File: config.mk
export PLATFORM = sky130hd
export DESIGN_NAME = alu_result_display_flat
export DESIGN_NICKNAME = d
export VERILOG_FILES = /design/src/rtl/alu_result_display_pkg.sv /design/src/rtl/alu_result_display_if.sv /design/src/rtl/alu_result_display_bin2bcd_seq.sv /design/src/rtl/alu_result_display.sv /design/src/flat_wrapper.sv
export SDC_FILE = /design/constraint.sdc
export NUM_CORES = 1
export LEC_CHECK = 0
export CELL_PAD_IN_SITES_DETAIL_PLACEMENT = 1
export CELL_PAD_IN_SITES_GLOBAL_PLACEMENT = 1
export CORE_ASPECT_RATIO = 0.8
export CORE_UTILIZATION = 48
export CTS_BUF_LIST = sky130_fd_sc_hd__clkbuf_4 sky130_fd_sc_hd__clkbuf_8 sky130_fd_sc_hd__clkbuf_16
export DETAILED_ROUTE_END_ITERATION = 16
export PLACE_DENSITY_LB_ADDON = 0.1
export SLEW_MARGIN = 10
export SYNTH_ARGS = -nofsm -noshare
export SYNTH_HDL_FRONTEND = slang
export SYNTH_SLANG_ARGS = --single-unit
export TNS_END_PERCENT = 50
File: constraint.sdc
create_clock -name clk -period 2.12 [get_ports clk]
set_input_delay 0.318 -clock clk [delete_from_list [all_inputs] [get_ports clk]]
set_output_delay 0.318 -clock clk [all_outputs]
set_load 0.1 [all_outputs]
File: src/rtl/alu_result_display_pkg.sv
// Shared types and seven-segment constants for the ALU result display.
package alu_disp_pkg;

    typedef enum logic [1:0] {IDLE, ADJUST, SHIFT, DONE} disp_state_t;

    // Active-low {g,f,e,d,c,b,a} patterns for digits 0-9.
    localparam logic [6:0] SEG_LUT [10] = '{
        7'h40, 7'h79, 7'h24, 7'h30, 7'h19,
        7'h12, 7'h02, 7'h78, 7'h00, 7'h10
    };
    localparam logic [6:0] SEG_BLANK = 7'h7F;

    function automatic logic [6:0] seg_decode(input logic [3:0] nib);
        logic [6:0] pat;
        pat = SEG_BLANK;
        if (nib <= 4'd9) pat = SEG_LUT[nib];
        return pat;
    endfunction

endpackage

File: src/rtl/alu_result_display_if.sv
// Bundle between the ALU result producer and the display block.
// Handshake: none; answer is a level sampled whenever the converter is idle, busy/bcd_valid are status levels.
interface alu_result_display_if #(
    parameter int num_width  = 8,
    parameter int NUM_DIGITS = 3
);
    import alu_disp_pkg::*;

    logic [num_width-1:0]  answer;
    logic [6:0]            seg;
    logic [NUM_DIGITS-1:0] an;
    logic                  busy;
    logic                  bcd_valid;
    disp_state_t           state;

    modport master (output answer, input seg, an, busy, bcd_valid, state);
    modport slave  (input answer, output seg, an, busy, bcd_valid, state);

endinterface

File: src/rtl/alu_result_display_bin2bcd_seq.sv
// Sequential double-dabble converter; re-converts whenever the input differs from the last capture.
module bin2bcd_seq
    import alu_disp_pkg::*;
#(
    parameter int num_width  = 8,
    parameter int NUM_DIGITS = 3
) (
    input  logic                    clk,
    input  logic                    reset,
    input  logic [num_width-1:0]    bin,
    output logic [4*NUM_DIGITS-1:0] bcd,
    output logic                    busy,
    output logic                    valid,
    output disp_state_t             state
);
    localparam int BW   = 4 * NUM_DIGITS;
    localparam int CNTW = $clog2(num_width + 1);

    logic [num_width-1:0] captured;
    logic [num_width-1:0] bin_sh;
    logic [BW-1:0]        accum;
    logic [CNTW-1:0]      count;

    function automatic logic [BW-1:0] adjust(input logic [BW-1:0] a);
        logic [BW-1:0] r;
        r = a;
        for (int k = 0; k < NUM_DIGITS; k++) begin
            if (r[4*k +: 4] >= 4'd5) r[4*k +: 4] = r[4*k +: 4] + 4'd3;
        end
        return r;
    endfunction

    always_ff @(posedge clk or negedge reset) begin
        if (!reset) begin
            state    <= IDLE;
            captured <= '0;
            bin_sh   <= '0;
            accum    <= '0;
            count    <= '0;
            bcd      <= '0;
            busy     <= 1'b0;
            valid    <= 1'b0;
        end else begin
            case (state)
                IDLE: begin
                    if (!valid || bin != captured) begin
                        captured <= bin;
                        bin_sh   <= bin;
                        accum    <= '0;
                        count    <= CNTW'(num_width);
                        busy     <= 1'b1;
                        state    <= ADJUST;
                    end
                end
                ADJUST: begin
                    accum <= adjust(accum);
                    state <= SHIFT;
                end
                SHIFT: begin
                    {accum, bin_sh} <= {accum[BW-2:0], bin_sh, 1'b0};
                    count           <= count - 1'b1;
                    state           <= (count == CNTW'(1)) ? DONE : ADJUST;
                end
                DONE: begin
                    // Shown value only moves here, so the display never sees a partial result.
                    bcd   <= accum;
                    valid <= 1'b1;
                    busy  <= 1'b0;
                    state <= IDLE;
                end
                default: state <= IDLE;
            endcase
        end
    end

endmodule

File: src/rtl/alu_result_display.sv
// ALU result display: BCD conversion plus multiplexed common-anode seven-segment scan.
module alu_result_display
    import alu_disp_pkg::*;
#(
    parameter int num_width   = 8,
    parameter int NUM_DIGITS  = 3,
    parameter int REFRESH_DIV = 100000
) (
    input logic                 clk,
    input logic                 reset,
    alu_result_display_if.slave bus
);
    localparam int CW = $clog2(REFRESH_DIV);
    localparam int DW = (NUM_DIGITS > 1) ? $clog2(NUM_DIGITS) : 1;

    logic [4*NUM_DIGITS-1:0] shown;
    logic                    conv_busy;
    logic                    conv_valid;
    disp_state_t             conv_state;

    logic [CW-1:0]           refresh_cnt;
    logic [DW-1:0]           digit_idx;
    logic [NUM_DIGITS-1:0]   lit;
    logic                    nz;
    logic [3:0]              cur_nib;
    logic                    cur_lit;
    logic [NUM_DIGITS-1:0]   next_an;
    logic [6:0]              next_seg;
    logic [NUM_DIGITS-1:0]   an_q;
    logic [6:0]              seg_q;

    bin2bcd_seq #(
        .num_width  (num_width),
        .NUM_DIGITS (NUM_DIGITS)
    ) u_conv (
        .clk   (clk),
        .reset (reset),
        .bin   (bus.answer),
        .bcd   (shown),
        .busy  (conv_busy),
        .valid (conv_valid),
        .state (conv_state)
    );

    // A digit is lit if it or any more significant digit is non-zero; units always lit.
    always_comb begin
        nz      = 1'b0;
        lit     = '0;
        cur_nib = '0;
        cur_lit = 1'b0;
        for (int k = NUM_DIGITS - 1; k >= 0; k--) begin
            nz     = nz | (|shown[4*k +: 4]);
            lit[k] = nz || (k == 0);
            if (digit_idx == DW'(k)) begin
                cur_nib = shown[4*k +: 4];
                cur_lit = lit[k];
            end
        end
        next_an  = '1;
        next_seg = SEG_BLANK;
        if (conv_valid && cur_lit) begin
            next_an  = ~(NUM_DIGITS'(1) << digit_idx);
            next_seg = seg_decode(cur_nib);
        end
    end

    always_ff @(posedge clk or negedge reset) begin
        if (!reset) begin
            refresh_cnt <= '0;
            digit_idx   <= '0;
            an_q        <= '1;
            seg_q       <= SEG_BLANK;
        end else begin
            if (refresh_cnt == CW'(REFRESH_DIV - 1)) begin
                refresh_cnt <= '0;
                digit_idx   <= (digit_idx == DW'(NUM_DIGITS - 1)) ? '0 : digit_idx + 1'b1;
            end else begin
                refresh_cnt <= refresh_cnt + 1'b1;
            end
            an_q  <= next_an;
            seg_q <= next_seg;
        end
    end

    assign bus.seg       = seg_q;
    assign bus.an        = an_q;
    assign bus.busy      = conv_busy;
    assign bus.bcd_valid = conv_valid;
    assign bus.state     = conv_state;

endmodule

File: src/flat_wrapper.sv
// flat-port wrapper written by rule: the top's interface ports become plain ports
module alu_result_display_flat import alu_disp_pkg::*;
#(
    parameter int num_width   = 8,
    parameter int NUM_DIGITS  = 3,
    parameter int REFRESH_DIV = 100000
)
  (clk, reset, bus_answer, bus_seg, bus_an, bus_busy, bus_bcd_valid, bus_state);
  alu_result_display_if #(.num_width(num_width), .NUM_DIGITS(NUM_DIGITS)) bus_i ();
  input logic clk;
  input logic reset;
  input wire logic [$bits(bus_i.answer)-1:0] bus_answer;
  output wire logic [$bits(bus_i.seg)-1:0] bus_seg;
  output wire logic [$bits(bus_i.an)-1:0] bus_an;
  output wire logic [$bits(bus_i.busy)-1:0] bus_busy;
  output wire logic [$bits(bus_i.bcd_valid)-1:0] bus_bcd_valid;
  output wire logic [$bits(bus_i.state)-1:0] bus_state;
  assign bus_i.answer = bus_answer;
  assign bus_seg = bus_i.seg;
  assign bus_an = bus_i.an;
  assign bus_busy = bus_i.busy;
  assign bus_bcd_valid = bus_i.bcd_valid;
  assign bus_state = bus_i.state;
  alu_result_display #(.num_width(num_width), .NUM_DIGITS(NUM_DIGITS), .REFRESH_DIV(REFRESH_DIV)) u_core (.clk(clk), .reset(reset), .bus(bus_i));
endmodule
==> impl_metrics.tcl <==
set metrics [dict create \
    status "finished clean" \
    synth_seq_area_share_pct 48.8 \
    place_congestion 0.780 \
    synth_top_area_share_pct 42.2 \
    wl_per_cell_um 17.0 \
    pin_count 24 \
    place_inst 508 \
    via_per_inst 5.59 \
    synth_nets 382 \
    insertion_delay_ns 0.35 \
    cts_made_buffers 9 \
    p_leak_uw 0.00209 \
    vdd_drop_max_uv 667 \
    die_h_um 83.4 \
    worst-path-buf-inv 0 \
    ys_warn_count 0 \
    nets 438 \
    yosys.area.top_type "dfrtp_1" \
    grt_pass1_vias 3203 \
    htreeDepth 3 \
    ys_ff_latch 77 \
    area_growth_pct 18.6 \
    netlist_area_sq_um 3970 \
    finalHoldWorstSlack_ns 0.460 \
    final_cell_area_sq_um 4710 \
    ant_nets 0 \
    slew_viol_final 0 \
    clk_pin_slew_ns 0.08 \
    grt_pass1_wl_mm 15.8 \
    synth.area.top_cells "dfrtp_1 42%, dfstp_2 6.6%, mux2_2 6.5%, ha_1 5.0%, xnor2_1 4.4%" \
    layout.cells.non_filler 525 \
    clockBufferDepth 2 \
    crit_type "reg2reg" \
    synthCells 356 \
    fin_crit_ns 1.99 \
    drc 0 \
    fin_crit_sh_pct 93.8 \
    worstPathCellList "or4b_1 > nor4b_2 > and4_2 > mux2_4" \
    max_stage_delay_ns 0.55 \
    dp_hpwl_mm 6.53 \
    core_area_sq_um 7980 \
    drtIter0Drc 85 \
    grt_usage_pct 22.8 \
    cpLargestDelayFamily "simple AND/OR/NAND/NOR gates" \
    hold_violations 0 \
    crit_required_ns 2.36 \
    fmax_mhz 503 \
    async_flop_share_pct 100 \
    maxSlewHeadroom_pct 52.4 \
    worstSetupEndpointType "register" \
    setup_viol 0 \
    synth_cell_type_count 52 \
    syn_avg_cell_area_sq_um 11.2 \
    start_util_pct 49.7 \
    power_density_nw_per_um2 1350 \
    dpl_cell_area_sq_um 4520 \
    drt_wl_total_mm 8.93 \
    cap_violations 0 \
    dieArea_sq_um 8640 \
    final_layout_size_suffix_gt1_share_pct 28.1 \
    fp-row-count 29 \
    skew_ns 0.00708 \
    tightest_slew_ns 0.714 \
    cp_slowest_cell "or4b_1" \
    firstDrtPassIters 4 \
    antenna_found_initial 0 \
    synth_ff_type "dfrtp_1" \
    hp-class "reg2reg" \
    synth_edf_count 0 \
    arrival_ns 2.23 \
    chipWidth_um 104 \
    tritoncts "yes" \
    root_buffer "clkbuf_8" \
    overflow 0 \
    grt_start_max_net_pins 35 \
    rsz0062_at_grt "no" \
    worstPathMaxFanout 5 \
    vias 2933 \
    fillers 847 \
    portBuffers 23 \
    antenna_cells 0 \
    clock-sinks 77 \
    crit_path_start_kind "register" \
]
[placed cells by master, fill, tap and decap left out, drive strengths merged, types with 2 or more instances in the layout]
master         synthesis  final
o2bb2ai                2      2
nor4                   3      3
o32a                   7      7
clkbuf                 6      9
and4                   3      3
nand4                  3      3
mux2i                 13     13
clkdlybuf4s50          0      8
nor2                  18     18
and3                   2      2
nand2                 34     34
xor2                   8      8
xnor2                 20     20
mux2                  25     25
buf                    8     50
a21oi                  2      2
clkinvlp               0      4
clkinv                 0      2
a2bb2oi                3      3
a21o                   3      3
nor2b                  6      6
o221a                  8      8
a211o                  2      2
nand3                  9      9
dfrtp                 67     67
o41ai                  3      3
inv                   17     18
ha                    16     16
nor3                   6      6
a22oi                  5      5
nor3b                  3      3
nand3b                 3      3
nand2b                 8      8
dfstp                 10     10
o21ai                 18     18
[final cells by class]
class / count / area (sq um) / area share (%)
sequential: 77 / 1950 / 41.4
multi-input combinational: 248 / 1910 / 40.5
timing repair buffer: 59 / 482 / 10.2
tap: 108 / 135 / 2.87
clock buffer: 9 / 124 / 2.63
inverter: 17 / 63.8 / 1.35
clock inverter: 7 / 51.3 / 1.09
[worst paths after layout]
| check | from | to | slack (ns) | cells after the start |
|---|---|---|---|---|
| setup / recovery | u_core.refresh_cnt[12] | u_core.digit_idx[0] | 0.13 | 4 |
| hold / removal | u_core.u_conv.valid | u_core.bus.an[0] | 0.46 | 1 |
| setup reg to reg | u_core.refresh_cnt[12] | u_core.digit_idx[0] | 0.13 | 4 |
| hold reg to reg | u_core.u_conv.valid | u_core.bus.an[0] | 0.46 | 1 |
| max in group asynchronous | reset | u_core.bus.an[1] | 1.00 | 3 |
| min in group asynchronous | reset | u_core.u_conv.accum[5] | 0.47 | 2 |
[cell families (layout without fill, tap and decap cells)]
logic type               count (synthesis)  in the layout  synth area share, %
AND/OR/NAND/NOR                        103            103                 13.6
flip-flops                              77             77                 48.8
AO/OA/AOI/OAI                           63             63                 12.3
multiplexers                            38             38                 10.6
buffers and inverters                   31             92                 3.47
XOR/XNOR                                28             28                 6.18
adder cells (fa/ha/maj)                 16             16                 5.04
[stage by stage]
| stage | util [%] | total power [uW] | worst slack (ns) | TNS [ns] |
|---|---|---|---|---|
| finish | 59.0 | 6350 | 0.131 | 0 |
| floorplan | - | 4480 | -0.0860 | -0.0860 |
| detailed placement | 56.6 | 5380 | -0.117 | -1.24 |
| global route | 59.0 | 6780 | 0.0126 | 0 |
| global placement | 56.6 | 5260 | -0.0168 | -0.0789 |
| CTS | 58.9 | 6400 | 0.0803 | 0 |
[metal layers]
layer	routed length, um	share of wire (%)	vias to the layer above	global-route usage [%]
met3	298	3.3	11	5.26
met5	0	0	-	0
met2	4310	48	46	37.6
met4	95	1.1	0	5.58
met1	4230	47	1493	30.7
li1	-	-	1383	-
[registers in the layout (all words and copies together) (netlist names)]
| name | flops |
|---|---|
| u_core.u_conv.valid | 1 |
| u_core.u_conv.captured | 8 |
| u_core.u_conv.state | 2 |
| u_core.u_conv.bcd | 12 |
| u_core.u_conv.busy | 1 |
| u_core.u_conv.count | 4 |
| u_core.bus.seg | 7 |
| u_core.bus.an | 3 |
| u_core.digit_idx | 2 |
| u_core.u_conv.bin_sh | 8 |
| u_core.refresh_cnt | 17 |
| u_core.u_conv.accum | 12 |
[cells in the mapped netlist, types with 2 or more instances]
| cell | count |
|---|---|
| o32a_1 | 7 |
| dfstp_2 | 10 |
| nor2_1 | 18 |
| nand4_1 | 3 |
| mux2_2 | 23 |
| a211o_1 | 2 |
| nor2b_1 | 6 |
| nor4_1 | 2 |
| mux2i_1 | 13 |
| a22oi_1 | 5 |
| dfrtp_1 | 67 |
| ha_1 | 16 |
| nand2b_1 | 8 |
| a2bb2oi_1 | 3 |
| xnor2_1 | 20 |
| nand2_1 | 34 |
| a21o_1 | 3 |
| and4_1 | 3 |
| nor3b_1 | 3 |
| clkbuf_1 | 6 |
| buf_2 | 2 |
| o41ai_1 | 3 |
| nand3b_1 | 3 |
| and3_1 | 2 |
| buf_6 | 2 |
| o221a_2 | 8 |
| mux2_4 | 2 |
| nor3_1 | 6 |
| inv_1 | 17 |
| xor2_1 | 8 |
| a21oi_1 | 2 |
| o21ai_0 | 18 |
| buf_1 | 3 |
| nand3_1 | 9 |
| o2bb2ai_1 | 2 |
[where the power goes]
part,internal (uW),total (uW),leakage (uW),switching [uW]
clock,426,992,0.0000755,566
combinational,1330,3090,0.00106,1760
sequential,1910,2270,0.000954,359
[what timing repair did]
item	4_1_cts	5_1_grt
setup endpoints to repair	0	9
hold buffers	1	0
gates resized for setup	0	2
endpoints found under the hold margin	31	0
setup buffers	0	0
(Power assumes the default switching activity.)
